`config.mk`:
```
export PLATFORM = sky130hd
export DESIGN_NAME = fir_tdm_scheduler_flat
export DESIGN_NICKNAME = d
export VERILOG_FILES = /design/src/rtl/fir_tdm_if.sv /design/src/rtl/fir_tdm_scheduler.sv /design/src/flat_wrapper.sv
export SDC_FILE = /design/constraint.sdc
export NUM_CORES = 1
export LEC_CHECK = 0
export ABC_AREA = 0
export BUFFER_PORTS_ARGS = -buffer_cell sky130_fd_sc_hd__buf_2
export CAP_MARGIN = 20
export CORE_MARGIN = 2
export CORE_UTILIZATION = 46
export CTS_CLUSTER_DIAMETER = 30
export DETAILED_ROUTE_END_ITERATION = 7
export PLACE_DENSITY = 0.67
export SYNTH_ARGS = -nofsm -noshare
export SYNTH_HDL_FRONTEND = slang
export SYNTH_SLANG_ARGS = --single-unit
```
`constraint.sdc`:
```
create_clock -name clk -period 7.9 [get_ports clk]
set_input_delay 0.395 -clock clk [delete_from_list [all_inputs] [get_ports clk]]
set_output_delay 0.395 -clock clk [all_outputs]
set_load 0.03 [all_outputs]
```
`src/rtl/fir_tdm_if.sv`:
```
// Sample-input and result-output handshake bundle for the time-shared FIR scheduler.
// The slave modport is the scheduler's view; the master modport is the traffic source/sink.
interface fir_tdm_if #(
   parameter int NUM_CH = 4,
   parameter int DATA_W = 8,
   parameter int OUT_W  = 20
);
   logic [NUM_CH*DATA_W-1:0] ch_data;
   logic [NUM_CH-1:0]        ch_valid;
   logic [NUM_CH-1:0]        ch_ready;
   logic signed [OUT_W-1:0]  data_out;
   logic [2:0]               ch_id_out;
   logic                     valid_out;
   logic                     out_ready;

   modport slave (
      input  ch_data, ch_valid, out_ready,
      output ch_ready, data_out, ch_id_out, valid_out
   );

   modport master (
      output ch_data, ch_valid, out_ready,
      input  ch_ready, data_out, ch_id_out, valid_out
   );
endinterface

```
`src/rtl/fir_tdm_scheduler.sv`:
```
// 3-tap FIR sharing one signed multiplier/accumulator among NUM_CH streams.
// Round-robin grant in IDLE, then three tap cycles, then a held result until accepted.
module fir_tdm_scheduler #(
   parameter int NUM_CH = 4,
   parameter int DATA_W = 8,
   parameter int OUT_W  = 20
) (
   input  logic                     clk,
   input  logic                     rst_n,
   fir_tdm_if.slave                 bus,
   input  logic                     cfg_we,
   input  logic [1:0]               cfg_addr,
   input  logic signed [DATA_W-1:0] cfg_data,
   output logic                     cfg_busy,
   input  logic                     flush
);
   localparam int CH_W   = (NUM_CH > 1) ? $clog2(NUM_CH) : 1;
   localparam int PROD_W = 2 * DATA_W;

   typedef enum logic [2:0] {IDLE, TAP0, TAP1, TAP2, OUT} state_t;

   state_t                   state_q, state_d;
   logic signed [DATA_W-1:0] x0_q, x0_d;
   logic [CH_W-1:0]          cur_ch_q, cur_ch_d;
   logic [CH_W-1:0]          rr_last_q, rr_last_d;
   logic signed [OUT_W-1:0]  acc_q, acc_d;
   logic signed [OUT_W-1:0]  data_out_q, data_out_d;
   logic [2:0]               ch_id_q, ch_id_d;
   logic                     valid_q, valid_d;
   logic signed [DATA_W-1:0] coef_q [3];
   logic signed [DATA_W-1:0] coef_d [3];
   logic signed [DATA_W-1:0] x1_q [NUM_CH];
   logic signed [DATA_W-1:0] x1_d [NUM_CH];
   logic signed [DATA_W-1:0] x2_q [NUM_CH];
   logic signed [DATA_W-1:0] x2_d [NUM_CH];
   logic signed [DATA_W-1:0] sample [NUM_CH];

   logic                     grant_valid;
   logic [CH_W-1:0]          grant_ch;
   logic [CH_W-1:0]          cand;
   logic                     take;
   logic signed [DATA_W-1:0] mul_a, mul_b;
   logic signed [PROD_W-1:0] prod;
   logic signed [OUT_W-1:0]  prod_ext;

   for (genvar gi = 0; gi < NUM_CH; gi++) begin : g_unpack
      assign sample[gi] = bus.ch_data[gi*DATA_W +: DATA_W];
   end

   // Search starts one past the last winner so every requester is served in turn.
   always_comb begin
      grant_valid = 1'b0;
      grant_ch    = '0;
      cand        = '0;
      for (int off = 1; off <= NUM_CH; off++) begin
         cand = CH_W'((int'(rr_last_q) + off) % NUM_CH);
         if (!grant_valid && bus.ch_valid[cand]) begin
            grant_valid = 1'b1;
            grant_ch    = cand;
         end
      end
   end

   assign take         = (state_q == IDLE) && !flush && grant_valid;
   assign bus.ch_ready = take ? (NUM_CH'(1) << grant_ch) : '0;
   assign cfg_busy     = (state_q != IDLE);

   always_comb begin
      mul_a = '0;
      mul_b = '0;
      case (state_q)
         TAP0: begin mul_a = x0_q;           mul_b = coef_q[0]; end
         TAP1: begin mul_a = x1_q[cur_ch_q]; mul_b = coef_q[1]; end
         TAP2: begin mul_a = x2_q[cur_ch_q]; mul_b = coef_q[2]; end
         default: ;
      endcase
   end

   assign prod     = mul_a * mul_b;
   assign prod_ext = {{(OUT_W-PROD_W){prod[PROD_W-1]}}, prod};

   always_comb begin
      state_d    = state_q;
      x0_d       = x0_q;
      cur_ch_d   = cur_ch_q;
      rr_last_d  = rr_last_q;
      acc_d      = acc_q;
      data_out_d = data_out_q;
      ch_id_d    = ch_id_q;
      valid_d    = valid_q;
      coef_d     = coef_q;
      x1_d       = x1_q;
      x2_d       = x2_q;

      if (flush) begin
         state_d = IDLE;
         valid_d = 1'b0;
         for (int k = 0; k < NUM_CH; k++) begin
            x1_d[k] = '0;
            x2_d[k] = '0;
         end
      end else begin
         case (state_q)
            IDLE: if (take) begin
               x0_d      = sample[grant_ch];
               cur_ch_d  = grant_ch;
               rr_last_d = grant_ch;
               state_d   = TAP0;
            end
            TAP0: begin
               acc_d   = prod_ext;
               state_d = TAP1;
            end
            TAP1: begin
               acc_d   = acc_q + prod_ext;
               state_d = TAP2;
            end
            TAP2: begin
               data_out_d     = acc_q + prod_ext;
               ch_id_d        = 3'(cur_ch_q);
               valid_d        = 1'b1;
               x2_d[cur_ch_q] = x1_q[cur_ch_q];
               x1_d[cur_ch_q] = x0_q;
               state_d        = OUT;
            end
            OUT: if (bus.out_ready) begin
               valid_d = 1'b0;
               state_d = IDLE;
            end
            default: state_d = IDLE;
         endcase
      end

      // Taps read coefficients only after IDLE, so a same-edge write applies to that sample.
      if ((state_q == IDLE) && cfg_we && (cfg_addr != 2'd3)) begin
         coef_d[cfg_addr] = cfg_data;
      end
   end

   always_ff @(posedge clk or negedge rst_n) begin
      if (!rst_n) begin
         state_q    <= IDLE;
         x0_q       <= '0;
         cur_ch_q   <= '0;
         rr_last_q  <= CH_W'(NUM_CH - 1);
         acc_q      <= '0;
         data_out_q <= '0;
         ch_id_q    <= '0;
         valid_q    <= 1'b0;
         coef_q[0]  <= DATA_W'(1);
         coef_q[1]  <= DATA_W'(2);
         coef_q[2]  <= DATA_W'(1);
         for (int k = 0; k < NUM_CH; k++) begin
            x1_q[k] <= '0;
            x2_q[k] <= '0;
         end
      end else begin
         state_q    <= state_d;
         x0_q       <= x0_d;
         cur_ch_q   <= cur_ch_d;
         rr_last_q  <= rr_last_d;
         acc_q      <= acc_d;
         data_out_q <= data_out_d;
         ch_id_q    <= ch_id_d;
         valid_q    <= valid_d;
         coef_q     <= coef_d;
         x1_q       <= x1_d;
         x2_q       <= x2_d;
      end
   end

   assign bus.data_out  = data_out_q;
   assign bus.ch_id_out = ch_id_q;
   assign bus.valid_out = valid_q;
endmodule

```
`src/flat_wrapper.sv`:
```
// flat-port wrapper written by rule: the top's interface ports become plain ports
module fir_tdm_scheduler_flat 
#(
   parameter int NUM_CH = 4,
   parameter int DATA_W = 8,
   parameter int OUT_W  = 20
)
  (clk, rst_n, cfg_we, cfg_addr, cfg_data, cfg_busy, flush, bus_ch_data, bus_ch_valid, bus_out_ready, bus_ch_ready, bus_data_out, bus_ch_id_out, bus_valid_out);
  fir_tdm_if #(.NUM_CH(NUM_CH), .DATA_W(DATA_W), .OUT_W(OUT_W)) bus_i ();
  input  logic clk;
  input  logic rst_n;
  input  logic cfg_we;
  input  logic [1:0] cfg_addr;
  input  logic signed [DATA_W-1:0] cfg_data;
  output logic cfg_busy;
  input  logic flush;
  input wire logic [$bits(bus_i.ch_data)-1:0] bus_ch_data;
  input wire logic [$bits(bus_i.ch_valid)-1:0] bus_ch_valid;
  input wire logic [$bits(bus_i.out_ready)-1:0] bus_out_ready;
  output wire logic [$bits(bus_i.ch_ready)-1:0] bus_ch_ready;
  output wire logic [$bits(bus_i.data_out)-1:0] bus_data_out;
  output wire logic [$bits(bus_i.ch_id_out)-1:0] bus_ch_id_out;
  output wire logic [$bits(bus_i.valid_out)-1:0] bus_valid_out;
  assign bus_i.ch_data = bus_ch_data;
  assign bus_i.ch_valid = bus_ch_valid;
  assign bus_i.out_ready = bus_out_ready;
  assign bus_ch_ready = bus_i.ch_ready;
  assign bus_data_out = bus_i.data_out;
  assign bus_ch_id_out = bus_i.ch_id_out;
  assign bus_valid_out = bus_i.valid_out;
  fir_tdm_scheduler #(.NUM_CH(NUM_CH), .DATA_W(DATA_W), .OUT_W(OUT_W)) u_core (.clk(clk), .rst_n(rst_n), .bus(bus_i), .cfg_we(cfg_we), .cfg_addr(cfg_addr), .cfg_data(cfg_data), .cfg_busy(cfg_busy), .flush(flush));
endmodule
```
==> qor.txt <==
share of layout cells above drive strength 1: 24.08%
top-area cell type share of the netlist area: 34.96%
die area: 23140 um2
Skew-Pair Late Insertion Delay: 0.43 ns
GRT Max-Usage Layer: met2
hold_buf cts: 0
Setup Skew: 0.01681 ns
Lkg Pwr: 0.005373 uW
YS warnings: 0
post-DR vias/cell: 5.482
most used cell, CP: fa_1
Clk network pwr share: 22.6%
Initial DRT Pass Iterations: 5
TritonCTS Buffers: 17
Slew HR: 29.25%
grt met1 use: 28.92%
Final period util: 95.90%
Post-synth EDFFs: 0
antenna viol nets, final: 0
CP required: 8.19 ns
crit path capture type: register
Initial Utilization: 46.53%
M3 GR Usage: 2.424%
Comb pwr share: 47.4%
WP data arrival: 7.86 ns
post-synthesis register bit count: 146
Internal Dissipation: 2041 uW
TritonCTS clock tree: done
predominant post-synthesis flop cell: dfrtp_1
nets: 1197
wirelength, routed: 22350 um
reg-to-reg setup timing slack: 0.32 ns
CP max stage delay: 0.66 ns
Core Region: 21690 um2
sequential area share after synthesis: 36.26%
Synth cell types: 68
fmax: 132.0 MHz
syn avg cell area: 10.46 um2
Adder-Cell Fraction of Synth Area: 17.13%
number of remaining DRC errors: 0
total power: 3510 uW
RSZ-0062 raised after global routing: no
Hold Path Class: in -> async
mux share of post-synthesis cell area: 10.28%
critical path peak fanout: 8
r2r endpoint: u_core.acc_q[19]
crit start category: register
Max clock buf depth: 2
Worst-path clk slew: 0.07 ns
CP Class: reg -> reg
XOR/XNOR Fraction of Synth Area: 3.385%
setup tns final: 0 ns
Root Buffer: clkbuf_16
die extent in y: 152.1 um
Iter 0 DRT Violations: 364
# IOs: 80
sw power: 1469 uW
dpl hpwl: 16350 um
ys async rst share: 100.0%
PD cells: 305.7 nW/um2
CP top delay family: adder cells
post-route minimum period: 7.576 ns
setup violators final: 0
worst vdd ir: 0.0001458 V
Reg power frac: 30.0%
drt wl/cell: 16.74 um
status: completed
complex-gate fraction of the synthesized area: 15.75%
Final Max Slew Viols: 0
clock sink total: 146
Slowest cell on crit path: mux4_1
Sw Share: 41.85%
actual slew at the worst max-slew pin: 1.058 ns
syn_nets: 1120
Mapped Area: 10090 um2
vias in the first global route: 7488
top post-synthesis cells by count: dfrtp_1, inv_1, nor2_1, a22o_1, nand2_1
IO buf count: 78
count of standard-cell rows: 54
Worst R2R Path Depth: 28
initial antenna violation count: 0
grt met2 use: 32.30%
number of H-tree levels: 4
Global Route Usage Sum: 20.10%
Synth Area in Simple Gates: 11.11%
max-cap viol count: 0
pin count of the biggest net entering global routing: 83
worst r2r src: u_core.cur_ch_q[0]
GRT overflow: 0
fin util: 52.93%
most common cell in the netlist: dfrtp_1
worst path bufs/invs: 4
Synth Instances: 965
area grow syn2layout: 13.75%
Placer Congestion: 0.8744
first-pass GRT wire length: 38380 um
vias: 7318
largest family of logic cells by synthesized area: adder cells
Synth area leader: dfrtp_1
Ant. Diodes: 0
Final Hold Fails: 0
synth top area cells: dfrtp_1, fa_1, ha_1
final hold slack: 0.009314 ns
width of the die: 152.1 um
-- power by group through the flow --
stage / sequential [uW] / clock [uW] / combinational, uW
final: 1050 / 794 / 1660
after global routing: 1080 / 846 / 1860
after CTS: 1060 / 810 / 1630
after detailed placement: 1070 / 0 / 1630
after global placement: 1060 / 0 / 1590
after floorplan: 1130 / 0 / 1150
-- area by class of cell --
type	count	area, um2
Timing Repair Buffer	108	641.9
Multi-Input combinational cell	676	5893
Sequential cell	146	3661
Tap cell	280	350.3
Clock buffer	19	442.9
Inverter	93	349.1
Fill cell	1878	10210
Clock inverter	13	141.4
-- flip-flops by register name (all words and copies together), names as in the netlist --
signal / cells
u_core.x1_q: 32
u_core.x2_q: 32
u_core.coef_q: 24
u_core.acc_q: 20
u_core.bus.data_out: 20
u_core.x0_q: 8
u_core.state_q: 3
u_core.bus.ch_id_out: 2
u_core.cur_ch_q: 2
u_core.rr_last_q: 2
u_core.bus.valid_out: 1
-- per-layer routing --
metal	part of all wire (%)	vias up
li1	-	3474
met1	48	3611
met2	47	207
met4	1.6	0
met5	0	-
met3	4.1	26
-- cell families (layout without fill, tap and decap cells) --
kind of cell / Yosys count / in the layout
other: 1 / 1
and+or+nand+nor: 230 / 230
DFF: 146 / 146
xor gates and xnor gates: 36 / 36
AOI/OAI and AO/OA: 229 / 229
adders and majority gates: 104 / 104
buffers and inverters: 143 / 233
muxes: 76 / 76
-- cell usage in the layout, fill, tap and decap left out, types with 4 or more instances in the layout --
cell type,n
dfrtp_1,140
inv_1,91
nor2_1,80
buf_2,77
nand2_1,64
a22o_1,64
fa_1,57
a21oi_1,47
ha_1,47
mux2_2,46
o21ai_0,41
buf_4,28
xnor2_1,19
nor2b_1,18
clkbuf_16,17
mux2i_1,14
xor2_1,14
or2_2,13
mux4_2,12
or2_1,12
a211oi_1,10
a22oi_1,9
a21o_1,9
inv_6,7
nand3_1,6
a21oi_2,6
nor3_2,6
a31oi_1,6
o21bai_1,5
nor3_1,5
nand2b_1,5
o211ai_1,5
dfstp_2,5
mux4_1,4
o21ai_1,4
o21ai_2,4
a31oi_2,4
-- how the worst max path moves through the flow --
stage / slack [ns] / startpoint / cells past startpoint / to
after global placement: 0.32 / u_core.cur_ch_q[0] / 29 / u_core.acc_q[19]
after floorplan: 0.85 / u_core.cur_ch_q[0] / 32 / u_core.acc_q[17]
after CTS: 0.11 / u_core.cur_ch_q[0] / 29 / u_core.acc_q[19]
after detailed placement: 0.13 / u_core.cur_ch_q[0] / 29 / u_core.acc_q[19]
after global routing: 0.009 / u_core.cur_ch_q[0] / 30 / u_core.acc_q[16]
final: 0.32 / u_core.cur_ch_q[0] / 28 / u_core.acc_q[19]
-- stage by stage --
stage	worst slack, ns	instances	cell area (um2)
floorplan	0.8521	965	10090
global placement	0.3151	1299	10820
detailed placement	0.1311	1299	10820
CTS	0.1103	1331	11410
global route	0.008953	1335	11480
finish	0.3236	1335	11480
-- repair_timing --
| item | in CTS | in global routing |
|---|---|---|
| gates resized for setup | 0 | 9 |
| buffers inserted | 0 | 3 |
| endpoints found under the setup margin | 0 | 11 |
| endpoints found under the hold margin | 0 | 0 |
Note: power is estimated with default switching activity, not from simulation.
